**src/rtl/ising_run_seq.sv**
```systemverilog
// Multi-run anneal sequencer: resets the oscillator array, settles, samples phase vs spin 0, pushes one spin vector per run.
// Optional macro ISING_SPIN_SYNC_EN adds a 2-flop synchroniser on spins_in.
module ising_run_seq #(
  parameter int N          = 3,
  parameter int CNT_W      = 32,
  parameter int RUN_W      = 16,
  parameter int FIFO_DEPTH = 4,
  parameter int RST_CYCLES = 4
) (
  input  logic                          clk,
  input  logic                          ising_rst,
  input  logic                          start,
  input  logic [RUN_W-1:0]              num_runs,
  input  logic [CNT_W-1:0]              counter_cutoff,
  input  logic [CNT_W-1:0]              counter_max,
  input  logic [N-1:0]                  spins_in,
  output logic                          core_rstn,
  output logic                          busy,
  output logic                          done,
  output logic [RUN_W-1:0]              run_idx,
  output logic                          res_valid,
  output logic [N-1:0]                  res_data,
  input  logic                          res_ready,
  output logic [$clog2(FIFO_DEPTH):0]   fifo_level,
  output logic                          overflow
);
  localparam int AW  = $clog2(FIFO_DEPTH);
  localparam int LW  = AW + 1;
  localparam int RCW = (RST_CYCLES > 1) ? $clog2(RST_CYCLES) : 1;

  typedef enum logic [2:0] {S_IDLE, S_RST, S_SETTLE, S_SAMPLE, S_COMMIT, S_FIN} state_t;

  state_t           state_q, state_d;
  logic [RCW-1:0]   rc_q, rc_d;
  logic [CNT_W-1:0] c_q, c_d;
  logic [RUN_W-1:0] runs_q, runs_d, run_idx_q, run_idx_d;
  logic [CNT_W-1:0] cut_q, cut_d, max_q, max_d;
  logic             core_rstn_q, core_rstn_d;
  logic             overflow_q, overflow_d;
  logic [CNT_W-1:0] cnt_q [N];
  logic [CNT_W-1:0] cnt_d [N];
  logic [AW-1:0]    wr_q, wr_d, rd_q, rd_d;
  logic [LW-1:0]    level_q, level_d;
  logic [N-1:0]     mem_q [FIFO_DEPTH];
  logic [N-1:0]     spin_s;
  logic [N-1:0]     result;
  logic [CNT_W-1:0] win;
  logic             push, push_ok, pop, full;

`ifdef ISING_SPIN_SYNC_EN
  logic [N-1:0] sync1_q, sync2_q;
  always_ff @(posedge clk or posedge ising_rst) begin
    if (ising_rst) begin
      sync1_q <= '0;
      sync2_q <= '0;
    end else begin
      sync1_q <= spins_in;
      sync2_q <= sync1_q;
    end
  end
  assign spin_s = sync2_q;
`else
  assign spin_s = spins_in;
`endif

  // Phase of the run for cycle counter value c (one bit wider so c+1 never wraps).
  function automatic state_t next_phase(input logic [CNT_W:0] c, input logic [CNT_W-1:0] cut,
                                        input logic [CNT_W-1:0] mx);
    logic [CNT_W:0] span;
    span = (mx > cut) ? {1'b0, mx} : {1'b0, cut};
    if (c >= span)                              next_phase = S_COMMIT;
    else if (c >= {1'b0, cut} && c < {1'b0, mx}) next_phase = S_SAMPLE;
    else                                        next_phase = S_SETTLE;
  endfunction

  assign win  = (max_q > cut_q) ? (max_q - cut_q) : '0;
  assign pop  = res_valid && res_ready;
  assign full = (level_q == LW'(FIFO_DEPTH));

  always_comb begin
    result = '0;
    for (int i = 1; i < N; i++) result[i] = ({cnt_q[i], 1'b0} > {1'b0, win});
  end

  always_comb begin
    state_d     = state_q;
    rc_d        = rc_q;
    c_d         = c_q;
    runs_d      = runs_q;
    cut_d       = cut_q;
    max_d       = max_q;
    run_idx_d   = run_idx_q;
    core_rstn_d = core_rstn_q;
    overflow_d  = overflow_q;
    cnt_d       = cnt_q;
    push        = 1'b0;
    case (state_q)
      S_IDLE: begin
        if (start && num_runs != '0) begin
          runs_d      = num_runs;
          cut_d       = counter_cutoff;
          max_d       = counter_max;
          overflow_d  = 1'b0;
          run_idx_d   = '0;
          rc_d        = '0;
          core_rstn_d = 1'b0;
          state_d     = S_RST;
        end
      end
      S_RST: begin
        for (int i = 0; i < N; i++) cnt_d[i] = '0;
        if (rc_q == RCW'(RST_CYCLES - 1)) begin
          core_rstn_d = 1'b1;
          c_d         = '0;
          state_d     = next_phase('0, cut_q, max_q);
        end else begin
          rc_d = rc_q + 1'b1;
        end
      end
      S_SETTLE, S_SAMPLE: begin
        if (state_q == S_SAMPLE) begin
          for (int i = 1; i < N; i++)
            if (spin_s[i] != spin_s[0] && cnt_q[i] != '1) cnt_d[i] = cnt_q[i] + 1'b1;
        end
        c_d     = c_q + 1'b1;
        state_d = next_phase({1'b0, c_q} + 1'b1, cut_q, max_q);
      end
      S_COMMIT: begin
        push = 1'b1;
        if (run_idx_q == runs_q - RUN_W'(1)) begin
          state_d = S_FIN;
        end else begin
          run_idx_d   = run_idx_q + 1'b1;
          rc_d        = '0;
          core_rstn_d = 1'b0;
          state_d     = S_RST;
        end
      end
      S_FIN:   state_d = S_IDLE;
      default: state_d = S_IDLE;
    endcase

    // A same-cycle pop frees the slot, so only a full FIFO without a pop drops.
    push_ok = push && (!full || pop);
    if (push && full && !pop) overflow_d = 1'b1;
    wr_d    = push_ok ? wr_q + 1'b1 : wr_q;
    rd_d    = pop ? rd_q + 1'b1 : rd_q;
    level_d = level_q + LW'(push_ok) - LW'(pop);
  end

  always_ff @(posedge clk or posedge ising_rst) begin
    if (ising_rst) begin
      state_q     <= S_IDLE;
      rc_q        <= '0;
      c_q         <= '0;
      runs_q      <= '0;
      cut_q       <= '0;
      max_q       <= '0;
      run_idx_q   <= '0;
      core_rstn_q <= 1'b0;
      overflow_q  <= 1'b0;
      wr_q        <= '0;
      rd_q        <= '0;
      level_q     <= '0;
      for (int i = 0; i < N; i++) cnt_q[i] <= '0;
    end else begin
      state_q     <= state_d;
      rc_q        <= rc_d;
      c_q         <= c_d;
      runs_q      <= runs_d;
      cut_q       <= cut_d;
      max_q       <= max_d;
      run_idx_q   <= run_idx_d;
      core_rstn_q <= core_rstn_d;
      overflow_q  <= overflow_d;
      wr_q        <= wr_d;
      rd_q        <= rd_d;
      level_q     <= level_d;
      for (int i = 0; i < N; i++) cnt_q[i] <= cnt_d[i];
    end
  end

  always_ff @(posedge clk) begin
    if (push_ok) mem_q[wr_q] <= result;
  end

  assign core_rstn  = core_rstn_q;
  assign busy       = (state_q == S_RST) || (state_q == S_SETTLE) ||
                      (state_q == S_SAMPLE) || (state_q == S_COMMIT);
  assign done       = (state_q == S_FIN);
  assign run_idx    = run_idx_q;
  assign fifo_level = level_q;
  assign res_valid  = (level_q != '0);
  assign res_data   = res_valid ? mem_q[rd_q] : '0;
  assign overflow   = overflow_q;

endmodule

```
**config.mk**
```make
export PLATFORM = sky130hd
export DESIGN_NAME = ising_run_seq
export DESIGN_NICKNAME = d
export VERILOG_FILES = /design/src/rtl/ising_run_seq.sv
export SDC_FILE = /design/constraint.sdc
export NUM_CORES = 1
export LEC_CHECK = 0
export ABC_AREA = 1
export BUFFER_PORTS_ARGS = -buffer_cell sky130_fd_sc_hd__buf_2
export CAP_MARGIN = 30
export CORE_MARGIN = 1.5
export CORE_UTILIZATION = 50
export DETAILED_ROUTE_END_ITERATION = 12
export PLACE_DENSITY_LB_ADDON = 0.15
export SLEW_MARGIN = 20
export SYNTH_ARGS = -nofsm -noshare
export SYNTH_HDL_FRONTEND = slang
export SYNTH_SLANG_ARGS = --single-unit
export TNS_END_PERCENT = 10
```
**constraint.sdc**
```tcl
create_clock -name clk -period 5.4 [get_ports clk]
set_input_delay 0.27 -clock clk [delete_from_list [all_inputs] [get_ports clk]]
set_output_delay 0.27 -clock clk [all_outputs]
set_load 0.03 [all_outputs]
```
==> impl_metrics.toml <==
[run_status]
status = "complete, no violations"

[global_route]
grt_max_degree = 107
gr-total-overflow = 0
antenna_found_initial = 0
grt_pass1_wl_um = 86600
track_usage = 0.304
grt_pass1_vias = 16864

[synth]
ys.flop_type = "dfrtp_1"
synth-seq-cells = 214
netlist_area_um2 = 17300
synthArstFlopShare = 0.963
synth-seq-area-share = 0.311
synth-edff-count = 8
netlist.top_cell.by_area = "dfrtp_1"
ys_warn_count = 0
synth_most_common_cell = "nand2_1"
yosys-top-cells-area = "dfrtp_1 (30%), ha_1 (15%), nand2_1 (12%)"
synth_fp_nets = 2678
yosys-top-cells-count = "nand2_1 (570), inv_1 (289), dfrtp_1 (206)"
ys_types = 56
synth_top_area_frac = 0.297
synthCells = 2388
synth.avg_cell_area_um2 = 7.26

[timing]
period_share = 0.916
slew_headroom = 0.366
setup_violations = 0
setup-tns-final_ns = 0
fin_crit_ns = 4.95
clock.fmax_ghz = 0.202
finClkSkew_ns = 0.0108
worst_pin_slew_ns = 0.950
drv_slew = 0
rsz0062_at_grt = "false"
finalHoldViolations = 0
worst_slack_ns = 0.452

[route]
viasPerCell = 5.63
drt-initial-drc-count = 1155
vias = 17139
wirelength_um = 54600
drc = 0
postRouteAntennaNets = 0
wl_per_cell_um = 18.0
drt_pass1_iterations = 5

[floorplanning]
initial_utilization = 0.513
std_cell_rows = 67
io_pins = 114
die-area_um2 = 35800
chipWidth_um = 189
core_area_um2 = 33800
dieHeight_um = 189

[worst_setup_path]
start_kind = "flip-flop"
r2r_slack_ns = 0.45
arrival_ns = 5.20
cp_max_fo = 26
endpoint_kind = "flip-flop"
critPathRequiredTime_ns = 5.65
critPathKind = "flip-flop to flip-flop"

[cells_and_area]
synthToLayoutAreaGrowth_pct = 16.0
fillerInstances = 3112
antennaDiodeCount = 0
nets = 2864
drive_gt1_frac = 0.0844

[power]
peakVddDrop_uv = 261
powerDensity_nw_per_um2 = 234
power_leakage_nw = 9.65

[job]
maxCapViolCount = 0

[clock_network]
h-tree-depth = 1
cts_root_buffer = "clkbuf_16"
cts_tree = "yes"
cts_made_buffers = 28
cts.clk_slew.worst_paths_ns = 0.06
cts_buffer_depth = 3
cts_sinks = 214
post-cts-setup-buffers = 0
insertion_delay_ns = 0.56
cts-resized-gates = 0
holdBufCountCts = 80

[placement]
gp_congestion = 1.03
place_worst_setup_slack_ns = 0.645
hpwl_um = 41900
port_buffers = 112

[min_path]
hp-class = "primary input to flip-flop"
-- final timing paths --
path,startpoint,to,depth (start not counted)
max reg2reg,cut_q[20],mem_q[3][0],18
min reg2reg,rc_q[1],rc_q[1],2
max in group asynchronous,ising_rst,rd_q[1],4
max,cut_q[20],mem_q[3][0],18
min in group asynchronous,ising_rst,c_q[1],3
min,counter_max[30],max_q[30],3
-- layout make-up --
class                           instances  area [µm²]  area share
Multi-Input combinational cell       1828       10600       0.527
Inverter                              295        1110      0.0553
Sequential cell                       214        5400       0.268
Clock inverter                         12         116     0.00579
Tap cell                              448         561      0.0279
Timing Repair Buffer                  207        1510      0.0750
Clock buffer                           39         823      0.0410
-- stage by stage --
| stage | total power (W) | area (µm²) | cells | utilization | hold WS [ns] |
|---|---|---|---|---|---|
| global placement | 0.00273 | 18300 | 2911 | 0.543 | 0.196 |
| CTS | 0.00471 | 20100 | 3042 | 0.594 | 0.00695 |
| finish | 0.00471 | 20100 | 3043 | 0.595 | 0.00674 |
| detailed placement | 0.00275 | 18300 | 2911 | 0.543 | 0.196 |
| global route | 0.00493 | 20100 | 3043 | 0.595 | 0.0237 |
| floorplan | 0.00246 | 17300 | 2388 | - | 0.387 |
-- logic make-up (layout without fill, tap and decap cells) --
kind of cell	after synthesis	after routing	share of synthesized area
AOI/OAI and AO/OA	414	414	0.132
adders and majority gates	203	203	0.147
xor gates and xnor gates	92	92	0.0473
DFF	214	214	0.311
buffers and inverters	346	553	0.0785
other	1	1	0.000216
and+or+nand+nor	1118	1118	0.284
-- metal layers --
metal	vias to the layer above	GRT usage	wire length [µm]
met1	7982	0.394	23600
met4	0	0.125	2390
met5	-	0	0
met3	145	0.0380	3170
met2	592	0.513	25500
li1	8420	-	-
-- power breakdown --
part           internal [W]  switching (W)
Combinational      0.000377       0.000690
Sequential          0.00167      0.0000565
Clock               0.00115       0.000760
Total               0.00320        0.00151
-- state kept, by name, indices dropped and copies added (netlist names) --
name and cells:
rc_q 2, runs_q 16, overflow 1, c_q 32, cut_q 32, wr_q 2, cnt_q 64, state_q 3
mem_q 8, run_idx 16, max_q 32, fifo_level 3, rd_q 2, core_rstn 1
-- critical path: stages, from the launching register on --
cell	delay, ns
dfrtp_1	0.35
inv_1	0.08
ha_1	0.40
nand2_1	0.13
nor2_2	0.14
nand2_1	0.08
nor3b_2	0.27
nand2_1	0.11
nand2_2	0.18
nand2_2	0.36
buf_4	0.33
a21oi_1	0.12
o21ai_0	0.28
ha_1	0.42
nand2_1	0.07
nor4_1	0.39
nand2_1	0.17
nor4b_1	0.48
a21oi_1	0.27
-- layout by cell type (no fill, tap or decap), types with 65 or more instances in the layout --
cell,count
nor3_1,76
xor2_1,75
o21ai_0,161
nand4_1,65
ha_1,201
nor2_1,200
dfrtp_1,206
dlygate4sd3_1,80
inv_1,288
nand2_1,570
nand3_1,105
a21oi_1,148
buf_2,112
Note: power is estimated with default switching activity, not from simulation.
